[src/rtl/mem_io_bridge.sv]
// mem_io_bridge
//   Bridges a simple CPU bus to an external byte RAM and a small block of
//   memory-mapped IO: a UART transmit FIFO, an optional UART receive port,
//   a free-running 32-bit cycle counter with a snapshot register, and a
//   sticky program-end flag.
//
//   Address map (only cpu_a[17:0] is decoded; cpu_a[17:16]==2'b11 is IO):
//     0x30000  W: push byte into tx FIFO (zero byte ignored)
//              R: rx byte and one-cycle ack if rx valid, else 0x00
//     0x30004  W: set prog_stop and push 0x00 into tx FIFO
//              R: counter[7:0], and latch the counter into the snapshot
//     0x30005-0x30007  R: snapshot bytes 1..3
//     any other IO address: reads 0x00, writes ignored
//
//   Optional feature: define MEM_IO_UART_RX_EN to build the rx path.
//   Without it, 0x30000 reads 0x00 and uart_rx_ack is tied low.
//
//   Parameters
//     TX_DEPTH_LOG2  tx FIFO depth is 2**TX_DEPTH_LOG2 entries (>= 2)
//   Ports
//     clk_in, rst_in            clock, synchronous active-high reset
//     rdy_in                    CPU enable; low freezes CPU-facing state
//     cpu_a/cpu_dout/cpu_wr     CPU address, write data, write strobe
//     cpu_din                   read data, one cycle after the address
//     io_buffer_full            tx FIFO count >= depth-2
//     ram_a/ram_din/ram_we      RAM address, write data, write enable
//     ram_dout                  RAM read data, one cycle after ram_a
//     uart_tx_*                 tx byte stream out of the FIFO
//     uart_rx_*                 rx byte stream in
//     prog_stop                 sticky program-end flag
//
//   Handshakes: a tx byte transfers on a rising edge where uart_tx_valid
//   and uart_tx_ready are both high; uart_tx_valid never depends on
//   uart_tx_ready. An rx byte is consumed on a rising edge where
//   uart_rx_ack is high; ack is only raised while uart_rx_valid is high.
module mem_io_bridge #(
  parameter int TX_DEPTH_LOG2 = 3
) (
  input  logic        clk_in,
  input  logic        rst_in,
  input  logic        rdy_in,
  input  logic [31:0] cpu_a,
  input  logic [7:0]  cpu_dout,
  input  logic        cpu_wr,
  output logic [7:0]  cpu_din,
  output logic        io_buffer_full,
  output logic [16:0] ram_a,
  output logic [7:0]  ram_din,
  output logic        ram_we,
  input  logic [7:0]  ram_dout,
  output logic [7:0]  uart_tx_data,
  output logic        uart_tx_valid,
  input  logic        uart_tx_ready,
  input  logic [7:0]  uart_rx_data,
  input  logic        uart_rx_valid,
  output logic        uart_rx_ack,
  output logic        prog_stop
);

  typedef logic [TX_DEPTH_LOG2-1:0] ptr_t;
  typedef logic [TX_DEPTH_LOG2:0]   cnt_t;

  localparam cnt_t        C_DEPTH     = cnt_t'(1 << TX_DEPTH_LOG2);
  localparam cnt_t        C_FULL_THR  = cnt_t'((1 << TX_DEPTH_LOG2) - 2);
  localparam logic [17:0] C_ADDR_UART = 18'h30000;
  localparam logic [17:0] C_ADDR_CNT  = 18'h30004;
  localparam logic [17:0] C_ADDR_SN1  = 18'h30005;
  localparam logic [17:0] C_ADDR_SN2  = 18'h30006;
  localparam logic [17:0] C_ADDR_SN3  = 18'h30007;

  // tx FIFO storage and bookkeeping
  logic [7:0]  r_mem [0:(1 << TX_DEPTH_LOG2)-1];
  ptr_t        r_wr_ptr;
  ptr_t        r_rd_ptr;
  cnt_t        r_count;

  logic [31:0] r_cnt;
  // Byte 0 of the snapshot is never read back (0x30004 returns the live
  // counter), so only counter bits 31:8 are held.
  logic [23:0] r_snap;
  logic        r_prog_stop;
  logic        r_sel_io;
  logic [7:0]  r_io_byte;

  logic [17:0] w_addr;
  logic        w_is_io;
  logic        w_io_rd;
  logic        w_io_wr;
  logic        w_push;
  logic        w_push_ok;
  logic        w_pop;
  logic        w_full;
  logic        w_snap_take;
  logic [7:0]  w_push_data;
  logic [7:0]  w_rd_byte;
  logic        w_unused;

  assign w_addr  = cpu_a[17:0];
  assign w_is_io = (w_addr[17:16] == 2'b11);
  assign w_io_rd = rdy_in & ~cpu_wr & w_is_io;
  assign w_io_wr = rdy_in &  cpu_wr & w_is_io;

  assign ram_a   = cpu_a[16:0];
  assign ram_din = cpu_dout;
  assign ram_we  = rdy_in & cpu_wr & ~w_is_io;

  // The stop write doubles as an end-of-output marker in the tx stream.
  assign w_push      = w_io_wr & (((w_addr == C_ADDR_UART) & (cpu_dout != 8'h00)) |
                                  (w_addr == C_ADDR_CNT));
  assign w_push_data = (w_addr == C_ADDR_CNT) ? 8'h00 : cpu_dout;
  assign w_full      = (r_count == C_DEPTH);
  assign w_pop       = (r_count != '0) & uart_tx_ready;
  // A full FIFO still accepts a push when the head leaves on the same edge.
  assign w_push_ok   = w_push & (~w_full | w_pop);
  assign w_snap_take = w_io_rd & (w_addr == C_ADDR_CNT);

`ifdef MEM_IO_UART_RX_EN
  logic w_rx_take;
  assign w_rx_take   = w_io_rd & (w_addr == C_ADDR_UART) & uart_rx_valid;
  assign uart_rx_ack = w_rx_take & ~rst_in;
  assign w_unused    = ^cpu_a[31:18];
`else
  assign uart_rx_ack = 1'b0;
  assign w_unused    = ^{cpu_a[31:18], uart_rx_data, uart_rx_valid};
`endif

  // IO read byte, captured at the edge so it lines up with RAM latency.
  always_comb begin
    w_rd_byte = 8'h00;
    case (w_addr)
`ifdef MEM_IO_UART_RX_EN
      C_ADDR_UART: if (w_rx_take) w_rd_byte = uart_rx_data;
`endif
      C_ADDR_CNT:  w_rd_byte = r_cnt[7:0];
      C_ADDR_SN1:  w_rd_byte = r_snap[7:0];
      C_ADDR_SN2:  w_rd_byte = r_snap[15:8];
      C_ADDR_SN3:  w_rd_byte = r_snap[23:16];
      default:     w_rd_byte = 8'h00;
    endcase
  end

  always_ff @(posedge clk_in) begin
    if (rst_in) begin
      r_wr_ptr    <= '0;
      r_rd_ptr    <= '0;
      r_count     <= '0;
      r_cnt       <= '0;
      r_snap      <= '0;
      r_prog_stop <= 1'b0;
      r_sel_io    <= 1'b0;
      r_io_byte   <= 8'h00;
    end else begin
      // FIFO drains regardless of rdy_in; pushes are already gated by it.
      if (w_push_ok) r_wr_ptr <= r_wr_ptr + ptr_t'(1);
      if (w_pop)     r_rd_ptr <= r_rd_ptr + ptr_t'(1);
      case ({w_push_ok, w_pop})
        2'b10:   r_count <= r_count + cnt_t'(1);
        2'b01:   r_count <= r_count - cnt_t'(1);
        default: r_count <= r_count;
      endcase
      if (rdy_in) begin
        r_cnt     <= r_cnt + 32'd1;
        r_sel_io  <= w_is_io;
        r_io_byte <= w_rd_byte;
      end
      // Snapshot takes the pre-increment value so bytes 1..3 match the
      // byte 0 returned on the same read.
      if (w_snap_take) r_snap <= r_cnt[31:8];
      if (w_io_wr && (w_addr == C_ADDR_CNT)) r_prog_stop <= 1'b1;
    end
  end

  always_ff @(posedge clk_in) begin
    if (w_push_ok && !rst_in) r_mem[r_wr_ptr] <= w_push_data;
  end

  assign uart_tx_data   = r_mem[r_rd_ptr];
  assign uart_tx_valid  = (r_count != '0) & ~rst_in;
  assign io_buffer_full = (r_count >= C_FULL_THR) & ~rst_in;
  assign prog_stop      = r_prog_stop & ~rst_in;
  assign cpu_din        = rst_in ? 8'h00 : (r_sel_io ? r_io_byte : ram_dout);

endmodule

[config.mk]
export PLATFORM = sky130hd
export DESIGN_NAME = mem_io_bridge
export DESIGN_NICKNAME = d
export VERILOG_FILES = /design/src/rtl/mem_io_bridge.sv
export SDC_FILE = /design/constraint.sdc
export NUM_CORES = 1
export LEC_CHECK = 0
export ABC_AREA = 0
export CAP_MARGIN = 15
export CORE_MARGIN = 1
export CORE_UTILIZATION = 30
export CTS_BUF_LIST = sky130_fd_sc_hd__clkbuf_16
export CTS_CLUSTER_SIZE = 24
export DETAILED_ROUTE_END_ITERATION = 6
export DONT_BUFFER_PORTS = 1
export SYNTH_ARGS = -nofsm -noshare
export SYNTH_HDL_FRONTEND = slang
export SYNTH_SLANG_ARGS = --single-unit
[constraint.sdc]
create_clock -name clk_in -period 3.4 [get_ports clk_in]
set_clock_uncertainty 0.15 [all_clocks]
set_input_delay 0.17 -clock clk_in [delete_from_list [all_inputs] [get_ports clk_in]]
set_output_delay 0.17 -clock clk_in [all_outputs]
set_load 0.01 [all_outputs]
Word level (Yosys, flattened, before mapping)
Memories as Yosys holds them, arrays and structs flattened. A register that Yosys moved wholly into a read port is not among the register bits. Index checks and enable logic that the tools add are counted.

RAM bits: 64. Output and inout port bits: 46. Memories: 1. Bits of input ports: 62. Register bits after elaboration: 76. Logic and storage cells: 58.

Memories: r_mem (words 8, bits a word 8, rd ports 1, clocked after memory_dff 1, wr ports 1, line 72) `logic [7:0] r_mem [0:(1 << TX_DEPTH_LOG2)-1];`.

Equal/unequal tests: 9. Bitwise gates (word level): 19. $add $sub $neg: 5. Multiplexer cells: 9. $lt $le $gt $ge: 1. Reductions and logical operators: 6.

Operators with widths (count): $eq A18 B18 Y1 const B (5); $add A32 B1 Y32 const B (1); $pmux W8 S4 (1); $mux W8 (3); $and A1 B1 Y1 (13); $pmux W4 S2 (1); $reduce_bool A8 Y1 (1); $add A3 B1 Y3 const B (2); $mux W3 (2); $add A4 B1 Y4 const B (1); $eq A2 B2 Y1 const B (2); $eq A4 B4 Y1 const B (1); $ge A4 B3 Y1 const B (1); $not A1 Y1 (4); $reduce_bool A4 Y1 (1); $sub A4 B1 Y4 const B (1); $eq A2 B1 Y1 const B (1); $logic_and A1 B1 Y1 (2); $mux W1 (2); $or A1 B1 Y1 (2); $reduce_bool A2 Y1 (1); $logic_not A1 Y1 (1).

Logic depth before layout (Yosys ltp)
Gate-level depths: netlist (run 1).

Word-level depth: 8. Gate-level depth with buffers: 12. Gate-level depth less buffers: 11.

Least setup slack after synthesis (run 1)
Ideal clock, no wire load.

Path type: input port to flip-flop. Start point: input cpu_a[1]. End point: register r_count[3]. Stages on the path: 12. Arrival: 2535 ps. Setup time: 74 ps. Buffers on the path: 1. Data required time: 3176 ps. Path slack: 641 ps. Cells stage by stage: buf_2 -> nor2_1 -> nand4_1 -> nor3_4 -> nand2b_1 -> inv_1 -> ha_1 -> a21o_1 -> a21oi_1 -> or4_1 -> or2_2 -> a31oi_1.

Longest elaborated chain between the ends: 7. Elaborated cells on any way between the ends: 10. Classes of those cells: eq/ne (4); mux (1); bitwise (4); reduce/logical (1).

RTL lines: start, declared (line 42) `input logic [31:0] cpu_a,`; $eq A18 B18 Y1 (line 108) `assign w_push = w_io_wr & (((w_addr == C_ADDR_UART) & (cpu_dout != 8'h00)) |`; $and A1 B1 Y1 (line 108); $or A1 B1 Y1 (*) (line 108); $and A1 B1 Y1 (*) (line 108); $and A1 B1 Y1 (*) (line 114) `assign w_push_ok = w_push & (~w_full | w_pop);`; $eq A2 B1 Y1 or $eq A2 B2 Y1 (tied branches) (line 156) `case ({w_push_ok, w_pop})`; $pmux W4 S2 or $reduce_bool A2 Y1 (tied branches); end signal, assigned (line 157) `2'b10: r_count <= r_count + cnt_t'(1);`; end signal, assigned (line 158) `2'b01: r_count <= r_count - cnt_t'(1);`; end signal, assigned (line 159) `default: r_count <= r_count;`; end, declared (line 75) `cnt_t r_count;`.

Mark *: on every way between the ends. The rest lies on a longest branch, timed or not. A chain may end at the register's enable or synchronous reset.

Worst setup path after layout (run 1)
Start point: input cpu_a[17]. End point: register r_count[3].

Longest elaborated chain between the ends: 7. Elaborated cells on any way between the ends: 12. Classes of those cells: eq/ne (5); mux (1); bitwise (5); reduce/logical (1).

RTL lines (line): $eq A18 B18 Y1 (108); $and A1 B1 Y1 (108); $or A1 B1 Y1 (108); $and A1 B1 Y1 (*) (108); $and A1 B1 Y1 (*) (114); $eq A2 B1 Y1 or $eq A2 B2 Y1 (tied branches) (156); $pmux W4 S2 or $reduce_bool A2 Y1 (tied branches).

Marked as above.

==> out/results.txt, run 1 <==
Status -> finished clean
Yosys warnings -> 0
Final Max Slew Viols -> 0
Clk sinks -> 143
Max cap viols -> 0
Die Ht -> 149 um
Worst r2r src -> r_count[0]$_SDFFE_PP0P_
WL/cell -> 17.0 um
Crit share post-route -> 90.8%
Worst setup startpoint -> cpu_a[17]
Hold_sp -> cpu_a[0]
Initial Util -> 30.8%
Setup violations, final -> 0
CTS tree -> built
Share of cells above drive strength 1 -> 16.9%
Async SR Flop Fraction -> 0%
Skew-Pair Late Insertion Delay -> 0.42 ns
PostCTS Resize Cnt -> 0
Levels on crit path -> 12
Syn_area_per_cell -> 11.8 um2
Iteration-0 DRC Markers -> 291
IO Port Bufs -> 0
Cell Area, Synth -> 6510 um2
Crit path to -> r_count[3]$_SDFFE_PP0P_
Drt drc -> 0
H-tree levels -> 4
Gate Count Post-Synth -> 551
Fillers -> 1999
Final GP Congestion -> 0.746
Worst Setup End Kind -> flip-flop
Fin cells -> 836
Root buffer cell -> clkbuf_16
Area growth from synthesis to layout -> 14.4%
Via density -> 4.94
HP Class -> input port to flip-flop
First-pass GRT wire length -> 22.4 mm
Number of global-route vias before repair -> 4183
N_diodes -> 0
Critical path class -> input port to flip-flop
Pwr Total -> 3.75 mW
Cell Rows -> 53
Synth Register Bits -> 143
P per Cell Area -> 504 nW/um2
Yosys cell types -> 53
Slew @ Worst Pin -> 0.819 ns
Die X -> 149 um
Core area -> 21200 um2
Ports -> 108
Fmax -> 324 MHz
Wirelength, routed -> 14.2 mm
Vias after detailed routing -> 4133
CP cell instances -> dlygate4sd3_1 > and2_1 > nand4_1 > nor3_4 > nand2b_1 > inv_1 > ha_1 > a21o_1 > a21oi_1 > or4_1 > or2_2 > a31oi_1
Sequential fraction of the synthesis area -> 53.8%
First drt pass iteration count -> 4
Reg2reg path depth -> 10
Leak -> 2.40 nW
R2r endpoint -> r_count[3]$_SDFFE_PP0P_
EDFF count, synth -> 64
Flop2flop setup slack -> 0.55 ns
Relative slew slack -> 45.3%
RSZ-0062 raised after global routing -> no
CTS buffer count -> 17
Placed cell count -> 786
Final hold vios -> 0
Initial antenna violation count -> 0
Setup crit start kind -> input port
Slowest CP cell -> dlygate4sd3_1
Maximum clock insertion buffer count -> 2
Post-DP HPWL -> 9.16 mm
Final instance area -> 7440 um2
Total grt overflow -> 0
Worst path top cell family by delay -> simple AND/OR/NAND/NOR gates
Post-synth net total -> 619
Synth Flop Type -> dfxtp_1
Setup TNS -> 0 ns
Layout Nets -> 617
Post-DP Area -> 6640 um2
Die Area -> 22300 um2
CP bufs+invs -> 2
Clock slew at reported path FFs -> 0.06 ns
Post-route ant nets -> 0
Max IR drop VDD -> 0.282 mV
CP arrival -> 3.28 ns
Critical path required time -> 3.60 ns
Post-layout min period -> 3.09 ns
Total GRT Usage -> 13.6%
Crit path max fanout -> 10
Critical Path Max Stage Delay -> 0.54 ns
Pin count of the biggest net entering global routing -> 79
==> flip-flops by register name (all words and copies together) (netlist names), named ones only <==
signal,count
r_io_byte,8
r_prog_stop,1
r_sel_io,1
r_wr_ptr,3
r_cnt,32
r_snap,24
r_rd_ptr,3
r_mem,64
r_count,4
==> what timing repair did <==
item | 4_1_cts | 5_1_grt
setup buffers | 0 | 0
hold endpoints to repair | 146 | 0
hold buffers | 19 | 0
endpoints found under the setup margin | 0 | 0
==> routing by layer <==
layer / wire length [um] / vias to the layer above / track usage [%]
li1: - / 1951 / -
met1: 6080 / 2042 / 15.7
met2: 6910 / 116 / 22.3
met3: 844 / 24 / 4.65
met4: 348 / 0 / 6.73
met5: 0 / - / 0
==> synthesized netlist by cell type (2+ instances only) <==
| library cell | count | area share [%] |
|---|---|---|
| mux2i_1 | 34 | 5.2 |
| buf_1 | 4 | 0.23 |
| nor4bb_1 | 2 | 0.31 |
| or4_4 | 2 | 0.35 |
| nand3_4 | 2 | 0.54 |
| mux2_2 | 14 | 2.4 |
| xor2_1 | 10 | 1.3 |
| or3_1 | 9 | 0.87 |
| and4_1 | 4 | 0.54 |
| nand3b_1 | 2 | 0.23 |
| xnor2_1 | 14 | 1.9 |
| nor2_1 | 80 | 4.6 |
| nor3b_1 | 2 | 0.23 |
| a21oi_1 | 13 | 1.0 |
| nor3_1 | 8 | 0.62 |
| buf_2 | 6 | 0.46 |
| and2_1 | 2 | 0.19 |
| a31oi_1 | 2 | 0.19 |
| ha_1 | 5 | 0.96 |
| nor4_1 | 9 | 0.87 |
| clkbuf_1 | 15 | 0.87 |
| dfxtp_1 | 79 | 24 |
| nand3_1 | 13 | 1.0 |
| inv_1 | 18 | 1.0 |
| nor4_4 | 2 | 0.65 |
| a21o_1 | 3 | 0.35 |
| and3_1 | 4 | 0.38 |
| o21ai_0 | 14 | 1.1 |
| nor2b_1 | 14 | 1.3 |
| nand2_1 | 22 | 1.3 |
| edfxtp_1 | 64 | 30 |
| o21a_1 | 2 | 0.23 |
| nand4_1 | 8 | 0.77 |
| buf_4 | 27 | 3.1 |
| mux4_2 | 24 | 8.3 |
==> kinds of logic (layout without fill, tap and decap cells) <==
group,Yosys count,in the layout,share of synthesized area (%)
adder cells (fa/ha/maj),6,6,1.27
AND/OR/NAND/NOR,193,193,15.9
AO/OA/AOI/OAI,41,41,3.77
buffers and inverters,70,80,5.71
multiplexers,73,73,16.2
flip-flops,143,143,53.8
other,1,1,0.0576
XOR/XNOR,24,24,3.23
==> through the flow <==
step | setup WS, ns | hold WS [ns] | utilization [%]
after floorplan | 0.641 | 0.176 | -
final | 0.312 | 0.0464 | 35.2
after CTS | 0.349 | 0.00877 | 35.2
after global routing | 0.120 | 0.0235 | 35.2
after detailed placement | 0.349 | 0.118 | 31.4
after global placement | 0.409 | 0.121 | 31.4
==> report_power, final <==
| part | internal, mW | switching [mW] | leakage [nW] |
|---|---|---|---|
| Clock | 1.15 | 0.710 | 0.279 |
| Combinational | 0.0388 | 0.0519 | 0.905 |
| Sequential | 1.80 | 0.00782 | 1.21 |
| Total | 2.98 | 0.770 | 2.40 |
==> cell type report <==
type                    instances  area [um2]  area share (%)
clock buffers                  17         425            5.71
clock inverters                14         169            2.27
inverters                      18        67.6           0.908
multi-input cells             338        2640            35.4
flip-flops and latches        143        3500            47.1
well taps                     275         344            4.62
repair buffers                 31         298            4.00
==> worst register-to-register path, delay by kind of cell (launching register included) <==
kind,cells,cell delay (ns)
AO/OA/AOI/OAI,4,0.63
adder cells (fa/ha/maj),1,0.28
buffers and inverters,1,0.08
flip-flops,1,0.34
AND/OR/NAND/NOR,4,1.31
==> cell usage in the layout (no fill, tap or decap), drive strengths merged, types with 15 or more instances in the layout <==
cell,instances
clkbuf,17
dfxtp,79
dlygate4sd3,18
edfxtp,64
inv,21
mux2i,35
mux4,24
nand2,22
nand3,15
nor2,80
==> how the worst min path moves through the flow <==
stage                                 to  slack (ns)  cells after the start
2_1_floorplan   r_prog_stop$_SDFFE_PP0P_        0.18                      2
3_3_place_gp    r_rd_ptr[0]$_SDFFE_PP0P_        0.12                      1
3_5_place_dp                   flip-flop        0.12                      1
4_1_cts        r_io_byte[4]$_SDFFE_PP0P_       0.009                      3
5_1_grt        r_io_byte[5]$_SDFFE_PP0P_        0.02                      3
6_report       r_io_byte[5]$_SDFFE_PP0P_        0.05                      3
(Power assumes the default switching activity.)
==> run 2: changes to the inputs <==
--- a/config.mk
+++ b/config.mk
@@ -7,6 +7,7 @@
 export LEC_CHECK = 0
 export ABC_AREA = 0
 export CAP_MARGIN = 15
+export CORE_ASPECT_RATIO = 1.75
 export CORE_MARGIN = 1
 export CORE_UTILIZATION = 30
 export CTS_BUF_LIST = sky130_fd_sc_hd__clkbuf_16
==> constraint.sdc (replaced) <==
create_clock -name clk_in -period 3.6 [get_ports clk_in]
set_clock_uncertainty 0.15 [all_clocks]
set_input_delay 0.18 -clock clk_in [delete_from_list [all_inputs] [get_ports clk_in]]
set_output_delay 0.18 -clock clk_in [all_outputs]
set_load 0.01 [all_outputs]
==> run 2 against run 1 <==
Setup slack gained 0.39 ns. Routed wire length grew 2.6%. Sequential share of layout area grew 0.29 points. Core utilization shrank 0.14 points. Cell area shrank 0.60%. Register-to-register slack gained 0.15 ns. Combinational power shrank 11%. Critical path depth shrank 5. Final cell count grew 0.96%. First-iteration DRC count shrank 6.9%. Clock power shrank 8%. Largest cell class unchanged. Largest power group unchanged. Highest routed layer unchanged.
==> out/results.txt, run 2 (synthesis results as in run 1) <==
CP arrival -> 3.12 ns
Status -> finished clean
Sw frac -> 21.7%
Setup crit start kind -> flip-flop
Initial antenna violation count -> 0
Final hold vios -> 0
Flop pwr share -> 48.6%
HP Class -> input port to flip-flop
Leak -> 2.38 nW
CTS tree -> built
RSZ-0062 raised after global routing -> no
R2r endpoint -> r_cnt[30]$_SDFFE_PP0P_
Post-DP Area -> 6660 um2
Worst Setup End Kind -> flip-flop
Post-CTS setup buffer count -> 0
Setup TNS -> 0 ns
Relative slew slack -> 48.0%
Maximum clock insertion buffer count -> 2
WHS Path Cells -> 3
PostCTS Resize Cnt -> 0
Root buffer cell -> clkbuf_16
Most common cell after layout, fill and taps aside -> nor2_1
Area of the multi-input gates -> 2640 um2
Share of cells above drive strength 1 -> 17.4%
Gate power share -> 2.3%
CP bufs+invs -> 2
Final instance area -> 7400 um2
Ports -> 108
Fillers -> 2068
First-pass GRT wire length -> 22.7 mm
Largest register FFs -> 64
Layout Nets -> 611
Area growth from synthesis to layout -> 13.7%
Pin count of the biggest net entering global routing -> 77
Hold_sp -> uart_tx_ready
Top flop regs -> r_mem (64), r_cnt (32), r_snap (24)
Clock network power share -> 49.1%
Critical path class -> flip-flop to flip-flop
Sequential Area -> 3500 um2
Worst r2r src -> r_cnt[0]$_SDFFE_PP0P_
Clock slew at reported path FFs -> 0.06 ns
Fmax -> 345 MHz
Worst path top cell family by delay -> simple AND/OR/NAND/NOR gates
IO Port Bufs -> 0
Iteration-0 DRC Markers -> 271
Core area -> 21100 um2
P_int -> 2.74 mW
Net Switching -> 758 uW
Total grt overflow -> 0
Slew @ Worst Pin -> 0.778 ns
Critical path required time -> 3.82 ns
Wirelength, routed -> 14.5 mm
Max IR drop VDD -> 0.241 mV
Via density -> 4.87
Die Ht -> 197 um
Number of global-route vias before repair -> 4187
Final Max Slew Viols -> 0
CP cell instances -> ha_1 > nand3_1 > buf_4 > or4_4 > or3_1 > a21oi_1 > dlygate4sd3_1
Total GRT Usage -> 13.7%
N_diodes -> 0
CTS buffer count -> 17
WL/cell -> 17.2 um
Post-route ant nets -> 0
Post-DP HPWL -> 9.92 mm
Drt drc -> 0
Crit path max fanout -> 12
Die Area -> 22300 um2
Final core occ -> 35.1%
Cell Rows -> 70
Slowest CP cell -> or4_4
Critical Path Max Stage Delay -> 0.61 ns
Reg with most FFs -> r_mem
First drt pass iteration count -> 5
Max cap viols -> 0
P per Cell Area -> 473 nW/um2
Flop2flop setup slack -> 0.70 ns
Initial Util -> 30.8%
H-tree levels -> 4
Reg2reg path depth -> 7
Vias after detailed routing -> 4108
Worst Hold End -> r_count[3]$_SDFFE_PP0P_
Post-layout min period -> 2.90 ns
Die X -> 113 um
Crit share post-route -> 80.6%
Skew-Pair Late Insertion Delay -> 0.42 ns
Cts hold-fix bufs -> 13
Clk sinks -> 143
Commonest cells after routing, fill and taps aside -> nor2_1, dfxtp_1, edfxtp_1, mux2i_1, mux4_2
Final GP Congestion -> 0.755
Setup violations, final -> 0
run 2: changes by cell type in the layout (fill, tap and decap cells not counted), sizes merged:
| cell | change |
|---|---|
| bufinv | -3 |
| clkbuf | +3 |
| clkinvlp | -3 |
| dlygate4sd3 | -6 |
| inv | +4 |
run 2: worst max-delay path by stage:
stage / start / end / slack (ns) / cells after the start
after global placement: cpu_a[5] / r_count[3]$_SDFFE_PP0P_ / 0.70 / 11
final: r_cnt[0]$_SDFFE_PP0P_ / r_cnt[30]$_SDFFE_PP0P_ / 0.70 / 7
after detailed placement: cpu_a[5] / r_count[3]$_SDFFE_PP0P_ / 0.58 / 11
after CTS: r_count[0]$_SDFFE_PP0P_ / r_count[3]$_SDFFE_PP0P_ / 0.73 / 10
after global routing: r_count[0]$_SDFFE_PP0P_ / r_count[3]$_SDFFE_PP0P_ / 0.54 / 10
after floorplan: cpu_a[1] / r_count[3]$_SDFFE_PP0P_ / 0.83 / 12
run 2: area by class of cell:
| type | count | area share (%) |
|---|---|---|
| inverter | 18 | 0.913 |
| sequential | 143 | 47.3 |
| clock buffer | 20 | 6.76 |
| clock inverter | 12 | 1.25 |
| timing repair buffer | 25 | 3.21 |
| tap | 288 | 4.87 |
| multi-input combinational | 338 | 35.6 |
run 2: per-stage QoR:
step / total power [mW] / cells / hold WS, ns / setup WS, ns
floorplan: 1.82 / 551 / 0.186 / 0.831
finish: 3.50 / 844 / 0.00173 / 0.699
global route: 3.62 / 844 / 0.00953 / 0.536
global placement: 1.79 / 799 / 0.124 / 0.701
detailed placement: 1.79 / 799 / 0.128 / 0.579
CTS: 3.54 / 844 / 0.00158 / 0.729
run 2: layer usage:
metal	track usage, %	routed length (um)
met5	0	0
met4	6.82	417
met3	3.41	586
met2	24.6	7850
met1	14.8	5700
run 2: worst reg2reg max path, delay by kind of cell (launching register included):
kind                     cells  cell delay, ns
AND/OR/NAND/NOR              3            1.08
buffers and inverters        2            0.76
flip-flops                   1            0.47
adder cells (fa/ha/maj)      1            0.26
AO/OA/AOI/OAI                1            0.14
run 2: power groups by stage:
stage               clock [mW]  sequential (mW)  combinational (mW)
CTS                       1.75             1.70              0.0831
global placement             0             1.74              0.0480
detailed placement           0             1.74              0.0506
floorplan                    0             1.73              0.0893
global route              1.82             1.70              0.0887
finish                    1.72             1.70              0.0811
==> run 3: changes to the inputs <==
==> constraint.sdc (replaced) <==
create_clock -name clk_in -period 2.9 [get_ports clk_in]
set_clock_uncertainty 0.15 [all_clocks]
set_input_delay 0.145 -clock clk_in [delete_from_list [all_inputs] [get_ports clk_in]]
set_output_delay 0.145 -clock clk_in [all_outputs]
set_load 0.01 [all_outputs]
==> run 3 against run 2 <==
Fmax rose by 4.4%. Sequential power is 25% higher. Critical path type unchanged. Global-route usage down 0.38 points.
==> out/results.txt, run 3 (synthesis results as in run 1) <==
Slowest CP cell -> or4_4
N_diodes -> 0
Critical path required time -> 3.11 ns
Top flop regs -> r_mem (64), r_cnt (32), r_snap (24)
Worst Setup End Kind -> flip-flop
Placed cell count -> 798
Final GP Congestion -> 0.763
Max cap viols -> 0
Worst hold slack -> 0.0164 ns
Post-place setup slack -> 0.0844 ns
Final core occ -> 35.4%
First-pass GRT wire length -> 22.3 mm
Pwr Total -> 4.52 mW
First drt pass iteration count -> 5
Setup TNS -> 0 ns
P per Cell Area -> 605 nW/um2
Crit path max fanout -> 7
Crit share post-route -> 95.8%
CP arrival -> 2.99 ns
CP bufs+invs -> 1
Post-DP Area -> 6650 um2
WL/cell -> 17.0 um
Largest register FFs -> 64
Post-layout min period -> 2.78 ns
Leak -> 2.40 nW
Reg with most FFs -> r_mem
Final worst slack -> 0.121 ns
Total GRT Usage -> 13.3%
Setup violations, final -> 0
Root buffer cell -> clkbuf_16
Area growth from synthesis to layout -> 14.8%
HP Class -> input port to flip-flop
Critical Path Max Stage Delay -> 0.63 ns
Setup crit start kind -> flip-flop
Pin count of the biggest net entering global routing -> 79
CTS buffer count -> 17
Worst path top cell family by delay -> simple AND/OR/NAND/NOR gates
Relative slew slack -> 34.8%
Grt met1 use -> 13.9%
Die X -> 113 um
Initial Util -> 30.8%
Core area -> 21100 um2
CTS tree -> built
Wirelength, routed -> 14.4 mm
Commonest cells after routing, fill and taps aside -> nor2_1, dfxtp_1, edfxtp_1, mux2i_1, mux4_2
Number of global-route vias before repair -> 4150
Layout Nets -> 614
Clock slew at reported path FFs -> 0.06 ns
Critical path class -> flip-flop to flip-flop
Max IR drop VDD -> 0.353 mV
Cell Rows -> 70
CP cell instances -> ha_1 > nand3_1 > or4_4 > or3_1 > a21oi_1 > dlygate4sd3_1
Die Ht -> 197 um
Fmax -> 360 MHz
Final instance area -> 7470 um2
Maximum clock insertion buffer count -> 2
Status -> finished clean
Final Max Slew Viols -> 0
Most common cell after layout, fill and taps aside -> nor2_1
Vias after detailed routing -> 4075
Skew-Pair Late Insertion Delay -> 0.42 ns
H-tree levels -> 4
Iteration-0 DRC Markers -> 257
Slew @ Worst Pin -> 0.974 ns
Clk sinks -> 143
Fin cells -> 847
Total grt overflow -> 0
Initial antenna violation count -> 0
Post-route ant nets -> 0
Ports -> 108
RSZ-0062 raised after global routing -> no
Post-DP HPWL -> 9.72 mm
GR met2 Demand/Resource -> 25.6%
Share of cells above drive strength 1 -> 16.6%
Die Area -> 22300 um2
GR peak layer -> met2
Fillers -> 2047
Drt drc -> 0
Via density -> 4.81
Met3 Track Usage GR -> 3.47%
Final hold vios -> 0
IO Port Bufs -> 0
-- run 3: cell types whose count changed in the layout (fill, tap and decap cells not counted), moves of 4 or more --
cell / before / now
dlygate4sd3_1: 12 / 16
inv_6: 4 / 0
clkinv_1: 0 / 5
bufinv_16: 0 / 5
-- run 3: metal layers --
layer | share of wire, % | vias to the layer above
met5 | 0 | -
met4 | 0.79 | 0
met1 | 39 | 2014
li1 | - | 1948
met3 | 4.4 | 9
met2 | 56 | 104
-- run 3: tightest hold or removal path, delay by kind of cell --
family                 cells  cell delay (ns)
muxes                      1             0.21
AOI/OAI and AO/OA          1             0.13
buffers and inverters      1             0.05
-- run 3: power by group --
| part | internal, mW | switching, mW |
|---|---|---|
| registers | 2.11 | 0.00826 |
| logic | 0.0434 | 0.0612 |
| clock network | 1.50 | 0.796 |
-- run 3: cell type report --
type	count	area, um2	share of cell area [%]
well taps	288	360	4.82
clock buffers	17	425	5.70
repair buffers	28	270	3.62
clock inverters	15	199	2.66
inverters	18	67.6	0.905
multi-input cells	338	2640	35.4
flip-flops and latches	143	3500	46.9
-- run 3: path summary, 6_finish.rpt --
path	from	to	slack (ns)	cells after the start
max	r_cnt[0]$_SDFFE_PP0P_	r_cnt[30]$_SDFFE_PP0P_	0.12	6
min	cpu_a[1]	r_io_byte[0]$_SDFFE_PP0P_	0.02	3
max reg2reg	r_cnt[0]$_SDFFE_PP0P_	r_cnt[30]$_SDFFE_PP0P_	0.12	6
min reg2reg	r_io_byte[4]$_SDFFE_PP0P_	r_io_byte[4]$_SDFFE_PP0P_	0.32	2
-- run 3: repair_timing --
action / 4_1_cts / 5_1_grt
setup endpoints to repair: 0 / 2
hold endpoints to repair: 156 / 0
setup buffers: 0 / 0
resized for setup: 0 / 2
hold buffers: 17 / 0
